$ cat config.mk
export PLATFORM = sky130hd
export DESIGN_NAME = encode_ctrl
export DESIGN_NICKNAME = d
export VERILOG_FILES = /design/src/rtl/encode_ctrl.sv
export SDC_FILE = /design/constraint.sdc
export NUM_CORES = 1
export LEC_CHECK = 0
export CORE_MARGIN = 3
export CORE_UTILIZATION = 52
export CTS_BUF_LIST = sky130_fd_sc_hd__clkbuf_16
export CTS_CLUSTER_DIAMETER = 80
export DETAILED_ROUTE_END_ITERATION = 8
export PLACE_DENSITY_LB_ADDON = 0.25
export SLEW_MARGIN = 20
export SYNTH_ARGS = -nofsm -noshare
export SYNTH_HDL_FRONTEND = slang
export SYNTH_SLANG_ARGS = --single-unit
$ cat constraint.sdc
create_clock -name clk -period 4.9 [get_ports clk]
set_input_delay 1.225 -clock clk [delete_from_list [all_inputs] [get_ports clk]]
set_output_delay 1.225 -clock clk [all_outputs]
set_load 0.02 [all_outputs]
$ cat src/rtl/encode_ctrl.sv
// Sequencer for a systematic LDPC encoder: holds the K x (N-K) parity sub-matrix,
// accumulates check bits one P row per cycle and presents {info, check} downstream.
module encode_ctrl #(
  parameter int unsigned N     = 6,
  parameter int unsigned K     = 3,
  parameter int unsigned CNT_W = 16
) (
  input  logic                 clk,
  input  logic                 rst,
  input  logic                 cfg_wr,
  input  logic [$clog2(K):0]   cfg_row,
  input  logic [N-K-1:0]       cfg_data,
  output logic                 cfg_done,
  output logic                 cfg_err,
  input  logic                 in_valid,
  output logic                 in_ready,
  input  logic [K-1:0]         info_bits,
  output logic                 out_valid,
  input  logic                 out_ready,
  output logic [N-1:0]         codeword,
  output logic                 busy,
  output logic [CNT_W-1:0]     word_cnt
);

  localparam int unsigned M  = N - K;
  localparam int unsigned RW = $clog2(K) + 1;
  localparam int unsigned JW = (K > 1) ? $clog2(K) : 1;

  localparam logic [1:0] StUncfg = 2'd0;
  localparam logic [1:0] StIdle  = 2'd1;
  localparam logic [1:0] StCalc  = 2'd2;
  localparam logic [1:0] StHold  = 2'd3;

  localparam logic [RW-1:0] RowLim = RW'(K);
  localparam logic [JW-1:0] JLast  = JW'(K - 1);

  logic [1:0]            state_q, state_d;
  logic [K-1:0]          mask_q, mask_d;
  logic [K-1:0][M-1:0]   p_q, p_d;
  logic [K-1:0]          info_q, info_d;
  logic [M-1:0]          acc_q, acc_d;
  logic [JW-1:0]         j_q, j_d;
  logic [N-1:0]          cw_q, cw_d;
  logic [CNT_W-1:0]      cnt_q, cnt_d;
  logic                  err_q, err_d;

  logic                  cfg_take;
  logic [M-1:0]          term;

  always_comb begin
    state_d = state_q;
    mask_d  = mask_q;
    p_d     = p_q;
    info_d  = info_q;
    acc_d   = acc_q;
    j_d     = j_q;
    cw_d    = cw_q;
    cnt_d   = cnt_q;

    // P is frozen while a word is in flight; out-of-range rows are always dropped.
    cfg_take = cfg_wr && (cfg_row < RowLim) && ((state_q == StUncfg) || (state_q == StIdle));
    err_d    = cfg_wr && !cfg_take;
    if (cfg_take) begin
      p_d[cfg_row[JW-1:0]]    = cfg_data;
      mask_d[cfg_row[JW-1:0]] = 1'b1;
    end

    term = info_q[j_q] ? p_q[j_q] : '0;

    case (state_q)
      StUncfg: begin
        if (&mask_d) state_d = StIdle;
      end
      StIdle: begin
        if (in_valid) begin
          info_d  = info_bits;
          acc_d   = '0;
          j_d     = '0;
          state_d = StCalc;
        end
      end
      StCalc: begin
        acc_d = acc_q ^ term;
        j_d   = j_q + 1'b1;
        if (j_q == JLast) begin
          cw_d    = {info_q, acc_q ^ term};
          state_d = StHold;
        end
      end
      StHold: begin
        if (out_ready) begin
          cnt_d   = cnt_q + 1'b1;
          state_d = StIdle;
        end
      end
      default: state_d = StUncfg;
    endcase
  end

  always_ff @(posedge clk) begin
    if (rst) begin
      state_q <= StUncfg;
      mask_q  <= '0;
      p_q     <= '0;
      info_q  <= '0;
      acc_q   <= '0;
      j_q     <= '0;
      cw_q    <= '0;
      cnt_q   <= '0;
      err_q   <= 1'b0;
    end else begin
      state_q <= state_d;
      mask_q  <= mask_d;
      p_q     <= p_d;
      info_q  <= info_d;
      acc_q   <= acc_d;
      j_q     <= j_d;
      cw_q    <= cw_d;
      cnt_q   <= cnt_d;
      err_q   <= err_d;
    end
  end

  assign cfg_done  = &mask_q;
  assign cfg_err   = err_q;
  assign in_ready  = (state_q == StIdle);
  assign out_valid = (state_q == StHold);
  assign busy      = (state_q == StCalc) || (state_q == StHold);
  assign codeword  = cw_q;
  assign word_cnt  = cnt_q;

endmodule

Word level (Yosys, flattened, before mapping):

Cells that the tools add are included.

* multiplexer cells: 20
* add/subtract/negate cells: 2
* equality and inequality tests: 8
* order comparisons: 4
* reductions and logical operators: 16
* bitwise operators: 2

Operator list (number)
* adder 16 x 1 -> 16 bit (second input constant): 1
* two-way mux 3 bit: 5
* two-way mux 2 bit: 5
* bitwise mux 9 bit: 1
* case mux 2 bit (4 select lines): 1
* AND reduction 2 bit: 4
* binary-select mux 3 bit (select 2 bit): 1
* demux 3 bit (select 2 bit): 1
* == test 2 bit (second input constant): 3
* less-than comparator 2 x 3 -> 1 bit (second input constant): 2
* case mux 3 bit (2 select lines): 1
* AND reduction 3 bit: 2
* logical AND 1 bit: 4
* != test 2 x 1 -> 1 bit (second input constant): 2
* != test 2 bit (second input constant): 2
* case mux 2 bit (2 select lines): 1
* AND reduction 4 bit: 1
* less-than comparator 3 x 2 -> 1 bit (second input constant): 1
* bitwise OR 3 bit: 1
* XOR 3 bit: 1
* adder 2 x 1 -> 2 bit (second input constant): 1
* binary-select mux 1 bit (select 2 bit): 1
* demux 1 bit (select 2 bit): 1
* == test 2 x 1 -> 1 bit (second input constant): 1
* other kinds (6): 8

* input bits: 14
* output and inout port bits: 27
* register bits: 45

Logic depth before layout (Yosys ltp):

Gate-level depths: netlist of the first run.

* depth after elaboration: 9
* mapped depth: 7

Least setup slack after synthesis of the first run:

OpenSTA, ideal clock, no wires.

* path type: input port to flip-flop
* start point: input out_ready
* end point: register cnt_q[13] (netlist: word_cnt[13])
* data arrival time: 2.427 ns
* cell stages on the path: 5
* setup slack: 2.403 ns
* buffers on the path: 1
* library setup time: 0.070 ns
* cell sequence: nand2_2 > or3_1 > buf_2 > or4_1 > a21oi_1

* longest elaborated chain between the ends: 1

Ends and longest elaborated chain
* start, declared: RTL line 19 `input logic out_ready,`
* AND reduction 2 bit (no source line)
* end signal, assigned: RTL line 119 `cnt_q <= cnt_d;`
* end, declared: RTL line 44 `logic [CNT_W-1:0] cnt_q, cnt_d;`

No other way between the ends.
A chain may end at the register's enable or synchronous reset.

Worst setup path in the final report of the first run:

* start point: register state_q[0]
* end point: output busy

* longest elaborated chain between the ends: 2
* elaborated cells between the ends (all ways): 3
* those cells by class: eq/ne: 2; reduce/logical: 1

Ends and longest elaborated chain
* start, declared: RTL line 37 `logic [1:0] state_q, state_d;`
* start signal, assigned: RTL line 102 `state_q <= StUncfg;`
* start signal, assigned: RTL line 112 `state_q <= state_d;`
* == test 2 bit: RTL line 128 `assign busy = (state_q == StCalc) || (state_q == StHold);`
* logical OR 1 bit (*): RTL line 128
* end, declared: RTL line 21 `output logic busy,`

Every way passes the cells marked *; elsewhere a longest branch is shown, timed or not.

==> results of run 1 <==
[final cells by class]
type,count,area (um^2)
clock buffers,5,125
clock inverters,2,7.51
fillers,304,1110
inverters,8,30.0
multi-input cells,175,1130
flip-flops and latches,45,901
well taps,48,60.1
repair buffers,41,408
[layer usage]
metal | global-route usage [%] | vias up | part of all wire (%)
li1 | - | 929 | -
met2 | 33.3 | 39 | 49
met5 | 0 | - | 0
met1 | 23.7 | 831 | 46
met4 | 7.16 | 0 | 1.2
met3 | 3.62 | 7 | 4.4
[final timing paths]
| kind | endpoint | slack [ns] | cells after the start |
|---|---|---|---|
| worst max register to register | word_cnt[15]$_SDFFE_PP0P_ | 2.84 | 5 |
| worst min register to register | codeword[4]$_SDFFE_PP0P_ | 0.46 | 2 |
| worst min-delay path | codeword[4]$_SDFFE_PP0P_ | 0.46 | 2 |
| worst max-delay path | busy | 1.78 | 5 |
[cell usage after synthesis, types with 2 or more instances]
master    number
mux2i_1       10
nor2_1        28
or4_1          4
inv_1          8
nand2b_1       3
o21ai_0        6
nand3_1       10
a22oi_1        4
o211ai_1       4
ha_1           7
buf_2          2
mux2_2         5
clkbuf_1       7
a311oi_1       3
a21oi_1       16
xor2_1         8
a31oi_1        4
o31ai_1        4
nand4_1        3
or3_1          8
dfxtp_1       45
nand3b_1       3
nor3b_1        2
nand2_1       23
and2_1         2
[metrics by stage]
step | instances | hold WS, ns | area, um^2 | total power [mW] | utilization (%)
finish | 324 | 0.457 | 2660 | 0.748 | 70.6
CTS | 324 | 0.457 | 2660 | 0.752 | 70.6
global placement | 317 | 0.444 | 2530 | 0.446 | 67.1
detailed placement | 317 | 0.450 | 2530 | 0.447 | 67.1
global route | 324 | 0.486 | 2660 | 0.772 | 70.6
floorplan | 238 | 0.441 | 2100 | 0.421 | -
[logic make-up after synthesis]
logic type / after synthesis
AOI/OAI and AO/OA: 45
and+or+nand+nor: 98
buffers and inverters: 18
adders and majority gates: 7
xor gates and xnor gates: 9
muxes: 16
DFF: 45
[power groups by stage]
| stage | registers, mW | clock network (mW) | logic [mW] |
|---|---|---|---|
| 2_1_floorplan | 0.384 | 0 | 0.0372 |
| 3_3_place_gp | 0.384 | 0 | 0.0615 |
| 3_5_place_dp | 0.384 | 0 | 0.0623 |
| 4_1_cts | 0.376 | 0.313 | 0.0628 |
| 5_1_grt | 0.377 | 0.325 | 0.0696 |
| 6_report | 0.377 | 0.309 | 0.0624 |
[sequential cells by signal, summed over array words and instances, names as in the netlist]
name / flops
acc_q: 3
cfg_err: 1
codeword: 6
info_q: 3
j_q: 2
mask_q: 3
p_q: 9
state_q: 2
word_cnt: 16
[worst max-delay path, delay by kind of cell, from the launching register on]
family | cells | cell delay, ns
simple gates | 1 | 0.09
buf+inv | 3 | 0.82
flops | 1 | 0.34
fa+ha+maj | 1 | 0.39
==> results.sh, run 1 <==
export IMPL_outcome="complete, no violations"
export IMPL_synth_top_family_by_area="simple AND/OR/NAND/NOR gates"
export IMPL_worstHoldStart="codeword[4]$_SDFFE_PP0P_"
export IMPL_remaining_drc_errors=0
export IMPL_grt_overflow=0
export IMPL_tritoncts="yes"
export IMPL_yosys_area_share_adder_pct=4.17
export IMPL_die_area_um2=4840
export IMPL_max_stage_delay_ns=0.60
export IMPL_setup_tns_ns=0
export IMPL_power_density_nw_per_um2=281
export IMPL_final_setup_worst_slack_ns=1.78
export IMPL_numClockSinks=45
export IMPL_cp_max_fo=12
export IMPL_critPathCaptureType="output port"
export IMPL_numCtsBuffers=5
export IMPL_final_setup_viol_count=0
export IMPL_cp_required_ns=3.67
export IMPL_drive_gt1_share_pct=6.16
export IMPL_yosys_warnings=0
export IMPL_synth_area_um2=2100
export IMPL_max_vdd_ir_drop_mv=0.209
export IMPL_coreArea_um2=3770
export IMPL_worstMarginPinSlew_ns=1.02
export IMPL_arrival_ns=1.90
export IMPL_synth_edff_count=0
export IMPL_grt_usage_pct=19.3
export IMPL_report_final_slew_viol_count=0
export IMPL_rsz0062_at_grt="no"
export IMPL_synth_simple_gate_area_share_pct=24.5
export IMPL_initial_utilization_pct=55.7
export IMPL_num_rows=22
export IMPL_synth_cell_type_count=44
export IMPL_synth_top_area_share_pct=42.9
export IMPL_hold_viol=0
export IMPL_dp_hpwl_mm=3.12
export IMPL_intPower_uw=582
export IMPL_antenna_left=0
export IMPL_viasPerCell=5.57
export IMPL_relSlewSlack_pct=31.9
export IMPL_synthArstFlopShare_pct=0
export IMPL_syn_num_nets=259
export IMPL_holdBufCountCts=0
export IMPL_cts_root_buf="clkbuf_16"
export IMPL_cts_resized=0
export IMPL_nets=297
export IMPL_cts_htree_levels=2
export IMPL_cp_common_cell="inv_1"
export IMPL_area_delta_synth_final_pct=26.7
export IMPL_crit_start="state_q[0]$_SDFFE_PP0P_"
export IMPL_insertion_delay_ns=0.28
export IMPL_clockPowerShare_pct=41.3
export IMPL_hp_class="flip-flop to flip-flop"
export IMPL_critical_path_startpoint_type="flip-flop"
export IMPL_die_y_um=69.6
export IMPL_ys_top_cells_by_area="dfxtp_1 43%, nor2_1 5.0%, mux2i_1 4.8%, ha_1 4.2%, nand2_1 4.1%"
export IMPL_die_w_um=69.6
export IMPL_synth_xor_xnor_area_share_pct=3.75
export IMPL_drt_initial_drc_count=146
export IMPL_r2r_start="state_q[0]$_SDFFE_PP0P_"
export IMPL_grt_pass1_wl_mm=7.70
export IMPL_post_cts_buffers=0
export IMPL_boundaryPins=41
export IMPL_portBuffers=40
export IMPL_period_minus_slack_ns=3.12
export IMPL_grt_max_degree=30
export IMPL_maxCapViolations=0
export IMPL_dp_slack_ns=1.74
export IMPL_synthCells=238
export IMPL_sw_frac_of_total_pct=22.1
export IMPL_timing_fmax_mhz=320
export IMPL_finalClockSkew_ns=0.00240
export IMPL_worst_path_max_delay_cell="clkdlybuf4s50_1"
export IMPL_mostFrequentLayoutCells="45 x dfxtp_1, 40 x clkdlybuf4s50_1, 28 x nor2_1"
export IMPL_p_switching_uw=166
export IMPL_antenna_found_initial=0
export IMPL_vias=1806
export IMPL_synthMuxAreaShare_pct=7.98
export IMPL_clockBufferDepth=2
export IMPL_final_common_cell="dfxtp_1"
export IMPL_ys_seq_elements=45
export IMPL_first_global_vias=1713
export IMPL_path_cells="inv_1, ha_1, inv_1, nand2_1, clkdlybuf4s50_1"
export IMPL_yosysTopAreaCell="dfxtp_1"
export IMPL_power_frac_comb_pct=8.3
export IMPL_syn_area_per_cell_um2=8.83
export IMPL_drt_total_wl_mm=4.41
export IMPL_wire_per_inst_um=13.6
export IMPL_ys_seq_area_share_pct=42.9
export IMPL_firstDrtPassIters=4
export IMPL_synth_compound_area_share_pct=13.4
export IMPL_gp_congestion=0.769
export IMPL_timing_final_crit_share_pct=63.7
export IMPL_p_seq_share_pct=50.3
export IMPL_path_class="flip-flop to output port"
export IMPL_path_clk_slew_ns=0.06
export IMPL_n_antenna_cell=0
export IMPL_power_leakage_nw=0.919
export IMPL_synth_ff_type="dfxtp_1"
Note: power is estimated with default switching activity, not from simulation.
==> run 2: changes to the inputs <==
- CORE_UTILIZATION: 52 -> 51
- clock period: 4.9 -> 2.9 ns (I/O delays scaled with it)
==> run 2 against run 1 <==
  * Clock skew hardly changed
  * Design area up 1.4%
  * Total power grew 82%
  * Largest cell class unchanged
==> results.sh, run 2 (synthesis results as in run 1) <==
export IMPL_placed_area_um2=2540
export IMPL_setup_tns_ns=0
export IMPL_drt_total_wl_mm=4.50
export IMPL_drt_initial_drc_count=113
export IMPL_timing_fmax_mhz=378
export IMPL_cp_common_cell="inv_1"
export IMPL_max_vdd_ir_drop_mv=0.302
export IMPL_final_cell_area_um2=2700
export IMPL_tritoncts="yes"
export IMPL_n_antenna_cell=0
export IMPL_nets=298
export IMPL_timing_final_crit_share_pct=91.2
export IMPL_antenna_found_initial=0
export IMPL_path_clk_slew_ns=0.06
export IMPL_critPathCaptureType="output port"
export IMPL_worstHoldStart="codeword[3]$_SDFFE_PP0P_"
export IMPL_worstMarginPinSlew_ns=0.756
export IMPL_vias=1804
export IMPL_insertion_delay_ns=0.28
export IMPL_hp_class="flip-flop to flip-flop"
export IMPL_first_global_vias=1724
export IMPL_viasPerCell=5.53
export IMPL_grt_usage_pct=19.7
export IMPL_rsz0062_at_grt="no"
export IMPL_coreArea_um2=3830
export IMPL_reg2reg_slack_ns=0.79
export IMPL_area_delta_synth_final_pct=28.5
export IMPL_path_class="flip-flop to output port"
export IMPL_worstHoldPathCells=2
export IMPL_num_rows=22
export IMPL_final_cells=326
export IMPL_finalClockSkew_ns=0.00245
export IMPL_numCtsBuffers=5
export IMPL_post_cts_buffers=0
export IMPL_power_density_nw_per_um2=505
export IMPL_report_final_slew_viol_count=0
export IMPL_cts_htree_levels=2
export IMPL_die_y_um=70.2
export IMPL_num_fill_cells=321
export IMPL_firstDrtPassIters=4
export IMPL_die_w_um=70.2
export IMPL_outcome="complete, no violations"
export IMPL_holdBufCountCts=0
export IMPL_holdWs_ns=0.455
export IMPL_antenna_left=0
export IMPL_grt_overflow=0
export IMPL_remaining_drc_errors=0
export IMPL_clockBufferDepth=2
export IMPL_period_minus_slack_ns=2.65
export IMPL_rr_worst_depth=5
export IMPL_hold_path_end="codeword[3]$_SDFFE_PP0P_"
export IMPL_dp_hpwl_mm=3.13
export IMPL_maxCapViolations=0
export IMPL_cp_required_ns=2.17
export IMPL_numClockSinks=45
export IMPL_hold_viol=0
export IMPL_initial_utilization_pct=54.9
export IMPL_relSlewSlack_pct=49.6
export IMPL_mostFrequentLayoutCells="45 x dfxtp_1, 40 x clkdlybuf4s50_1, 28 x nor2_1"
export IMPL_final_setup_worst_slack_ns=0.254
export IMPL_cts_root_buf="clkbuf_16"
export IMPL_power_leakage_nw=0.938
export IMPL_r2r_start="state_q[1]$_SDFFE_PP0P_"
export IMPL_arrival_ns=1.92
export IMPL_wire_per_inst_um=13.8
export IMPL_boundaryPins=41
export IMPL_die_area_um2=4930
export IMPL_worst_path_max_delay_cell="clkdlybuf4s50_1"
export IMPL_fin_util_pct=70.5
export IMPL_final_common_cell="dfxtp_1"
export IMPL_final_setup_viol_count=0
export IMPL_drive_gt1_share_pct=6.83
export IMPL_dp_slack_ns=0.220
export IMPL_place_inst=318
export IMPL_crit_reg2reg_capture="word_cnt[15]$_SDFFE_PP0P_"
export IMPL_critical_path_startpoint_type="flip-flop"
export IMPL_cts_resized=0
export IMPL_grt_pass1_wl_mm=7.82
export IMPL_largest_reg_flops=16
export IMPL_gp_congestion=0.771
export IMPL_portBuffers=40
export IMPL_cp_max_fo=12
export IMPL_grt_max_degree=25
export IMPL_path_cells="inv_1, ha_1, inv_1, nand2_1, clkdlybuf4s50_1"
export IMPL_max_stage_delay_ns=0.60
export IMPL_total_power_mw=1.36
==> run 2: changes by cell type in the layout (fill, tap and decap cells not counted), sizes merged <==
cell	delta
buf	+1
bufinv	+1
==> run 2: area by class of cell <==
type | instances | area, um^2 | share of cell area (%)
Tap cell | 48 | 60.1 | 2.23
Timing Repair Buffer | 42 | 415 | 15.4
Sequential cell | 45 | 901 | 33.4
Clock inverter | 3 | 37.5 | 1.39
Inverter | 8 | 30.0 | 1.11
Multi-Input combinational cell | 175 | 1130 | 41.9
Clock buffer | 5 | 125 | 4.64
==> run 2: critical path: cells and delay by family (launching register included) <==
| family | cells | cell delay (ns) |
|---|---|---|
| fa+ha+maj | 1 | 0.39 |
| buf+inv | 3 | 0.82 |
| flops | 1 | 0.34 |
| simple gates | 1 | 0.09 |
==> run 2: layer usage <==
layer  global-route usage [%]  part of all wire [%]  vias up
met5                        0                     0        -
met4                     7.45                   1.3        0
met3                     4.75                   5.2        5
met2                     31.5                    45       47
met1                     25.5                    48      827
li1                         -                     -      925
==> run 2: worst max-delay path by stage <==
stage                                  from                         to  cells past startpoint
floorplan           state_q[0]$_SDFFE_PP0P_  word_cnt[13]$_SDFFE_PP0P_                      6
global placement                  out_ready  word_cnt[15]$_SDFFE_PP0P_                      5
detailed placement                out_ready  word_cnt[15]$_SDFFE_PP0P_                      5
CTS                 state_q[0]$_SDFFE_PP0P_                       busy                      5
global route        state_q[0]$_SDFFE_PP0P_                       busy                      5
finish              state_q[0]$_SDFFE_PP0P_                       busy                      5
==> run 2: power by group <==
group	switching, mW	internal (mW)	total (mW)
logic	0.0582	0.0484	0.107
clock network	0.220	0.400	0.620
registers	0.00749	0.628	0.636
==> run 3: changes to the inputs <==
- ABC_AREA: unset -> 1
- CORE_UTILIZATION: 51 -> 52
==> run 3 against run 2 <==
  * Fmax grew 7.2%
  * Clock power fell by 12%
  * Setup slack improved by 0.18 ns
  * Clock skew increased by 0.0022 ns
  * Sequential cell count stayed put
  * First-iteration DRC count fell by 24%
  * Critical path depth did not move
  * Non-clock buffer count decreased by 1
==> results.sh, run 3 <==
export IMPL_final_cell_area_um2=2810
export IMPL_remaining_drc_errors=0
export IMPL_final_setup_viol_count=0
export IMPL_cts_htree_levels=2
export IMPL_synth_xor_xnor_area_share_pct=1.59
export IMPL_reg2reg_slack_ns=1.13
export IMPL_post_cts_buffers=0
export IMPL_synth_compound_area_share_pct=15.4
export IMPL_critical_path_startpoint_type="flip-flop"
export IMPL_largest_reg_flops=16
export IMPL_synth_edff_count=0
export IMPL_power_density_nw_per_um2=600
export IMPL_r2r_start="state_q[1]$_SDFFE_PP0P_"
export IMPL_tritoncts="yes"
export IMPL_rr_worst_depth=11
export IMPL_yosys_warnings=0
export IMPL_p_switching_uw=544
export IMPL_power_leakage_nw=1.10
export IMPL_grt_max_degree=27
export IMPL_cp_required_ns=2.17
export IMPL_synthMuxAreaShare_pct=0
export IMPL_clockPowerShare_pct=32.5
export IMPL_outcome="complete, no violations"
export IMPL_num_fill_cells=346
export IMPL_synth_top_family_by_area="simple AND/OR/NAND/NOR gates"
export IMPL_synth_simple_gate_area_share_pct=28.6
export IMPL_worstHoldStart="p_q[1]$_SDFFE_PP0P_"
export IMPL_worst_path_max_delay_cell="clkdlybuf4s50_1"
export IMPL_clockBufferDepth=2
export IMPL_synth_area_um2=2210
export IMPL_grt_pass1_wl_mm=8.36
export IMPL_syn_area_per_cell_um2=7.10
export IMPL_worstMarginPinSlew_ns=0.668
export IMPL_relSlewSlack_pct=55.4
export IMPL_finalClockSkew_ns=0.00468
export IMPL_rsz0062_at_grt="no"
export IMPL_cp_depth=5
export IMPL_synth_cell_type_count=30
export IMPL_dp_hpwl_mm=3.53
export IMPL_critPathCaptureType="output port"
export IMPL_synthArstFlopShare_pct=0
export IMPL_cp_max_fo=5
export IMPL_report_final_slew_viol_count=0
export IMPL_antenna_found_initial=0
export IMPL_synth_top_cells_by_count="60 x nand2_1, 48 x inv_1, 45 x dfxtp_1"
export IMPL_path_cells="inv_1, ha_1, inv_1, nand2_1, clkdlybuf4s50_1"
export IMPL_power_frac_comb_pct=26.2
export IMPL_numCtsBuffers=5
export IMPL_cp_common_cell="inv_1"
export IMPL_worstHoldPathCells=2
export IMPL_crit_reg2reg_capture="state_q[0]$_SDFFE_PP0P_"
export IMPL_max_stage_delay_ns=0.55
export IMPL_fin_util_pct=69.2
export IMPL_path_clk_slew_ns=0.06
export IMPL_grt_overflow=0
export IMPL_period_minus_slack_ns=2.47
export IMPL_ys_seq_area_share_pct=40.8
export IMPL_place_inst=398
export IMPL_holdWs_ns=0.457
export IMPL_cts_resized=0
export IMPL_area_delta_synth_final_pct=27.2
export IMPL_intPower_mw=1.14
export IMPL_hp_class="flip-flop to flip-flop"
export IMPL_boundaryPins=41
export IMPL_arrival_ns=1.74
export IMPL_die_w_um=71.2
export IMPL_hold_viol=0
export IMPL_yosys_area_share_adder_pct=3.97
export IMPL_cts_root_buf="clkbuf_16"
export IMPL_ys_top_cells_by_area="dfxtp_1 41%, nand2_1 10%, inv_1 8.2%, a21oi_1 7.5%, nor2_1 5.4%"
export IMPL_antenna_left=0
export IMPL_placed_area_um2=2660
export IMPL_coreArea_um2=4060
export IMPL_n_antenna_cell=0
export IMPL_maxCapViolations=0
export IMPL_numClockSinks=45
export IMPL_synth_ff_type="dfxtp_1"
export IMPL_insertion_delay_ns=0.29
export IMPL_timing_final_crit_share_pct=85.1
export IMPL_first_global_vias=1937
export IMPL_portBuffers=40
export IMPL_max_vdd_ir_drop_mv=0.369
export IMPL_drive_gt1_share_pct=6.74
export IMPL_synth_top_area_share_pct=40.8
export IMPL_timing_fmax_mhz=405
export IMPL_crit_start="state_q[0]$_SDFFE_PP0P_"
export IMPL_wire_per_inst_um=11.7
export IMPL_nets=376
export IMPL_vias=2088
export IMPL_p_seq_share_pct=41.4
export IMPL_viasPerCell=5.14
export IMPL_syn_num_nets=332
export IMPL_setup_tns_ns=0
export IMPL_gp_congestion=0.839
export IMPL_mostFrequentLayoutCells="60 x nand2_1, 49 x inv_1, 45 x dfxtp_1"
export IMPL_die_y_um=71.2
export IMPL_ys_seq_elements=45
export IMPL_path_class="flip-flop to output port"
export IMPL_drt_initial_drc_count=86
export IMPL_synthCells=311
export IMPL_sw_frac_of_total_pct=32.3
export IMPL_cp_top_family="buffers and inverters"
export IMPL_initial_utilization_pct=54.4
export IMPL_path_buf_inv=3
export IMPL_yosysTopAreaCell="dfxtp_1"
export IMPL_firstDrtPassIters=4
export IMPL_num_rows=23
export IMPL_die_area_um2=5060
export IMPL_drt_total_wl_mm=4.74
export IMPL_final_common_cell="nand2_1"
export IMPL_hold_path_end="p_q[1]$_SDFFE_PP0P_"
export IMPL_final_cells=406
export IMPL_synth_most_common_cell="nand2_1"
export IMPL_holdBufCountCts=0
export IMPL_grt_usage_pct=20.7
run 3: worst register-to-register path, delay by kind of cell (launching register included):
kind,cells,cell delay [ns]
DFF,1,0.34
buffers and inverters,1,0.10
and+or+nand+nor,9,0.94
adders and majority gates,1,0.30
run 3: kinds of logic (layout without fill, tap and decap cells):
family / count (synthesis) / in the layout
flip-flops: 45 / 45
buffers and inverters: 55 / 100
adder cells (fa/ha/maj): 7 / 7
XOR/XNOR: 4 / 4
AO/OA/AOI/OAI: 66 / 66
AND/OR/NAND/NOR: 134 / 134
run 3: power groups by stage:
stage | registers [mW] | clock network [mW] | logic [mW]
6_report | 0.696 | 0.546 | 0.440
3_5_place_dp | 0.709 | 0 | 0.440
5_1_grt | 0.700 | 0.584 | 0.509
3_3_place_gp | 0.708 | 0 | 0.426
4_1_cts | 0.696 | 0.558 | 0.443
2_1_floorplan | 0.706 | 0 | 0.306
run 3: worst max path at each step:
stage                                     to  slack (ns)
finish                                  busy        0.43
global route                            busy        0.36
CTS                                     busy        0.41
detailed placement  word_cnt[9]$_SDFFE_PP0P_        0.60
global placement    word_cnt[9]$_SDFFE_PP0P_        0.69
floorplan                               busy        1.19
run 3: metal layers:
layer  vias to the layer above  wire length (um)  global-route usage (%)
met3                         8               178                    5.26
met4                         0                61                    7.93
met1                       955              2150                    24.5
li1                       1090                 -                       -
met2                        35              2350                    35.6
met5                         -                 0                       0
run 3: through the flow:
stage	worst slack [ns]	total power, mW
global placement	0.690	1.13
detailed placement	0.602	1.15
finish	0.432	1.68
floorplan	1.19	1.01
global route	0.360	1.79
CTS	0.415	1.70
run 3: cell type report:
type | instances | area [um^2] | share of cell area, %
multi-input combinational | 211 | 1090 | 39.0
sequential | 45 | 901 | 32.1
timing repair buffer | 41 | 408 | 14.5
inverter | 51 | 196 | 7.00
clock buffer | 5 | 125 | 4.46
tap | 50 | 62.6 | 2.23
clock inverter | 3 | 18.8 | 0.669
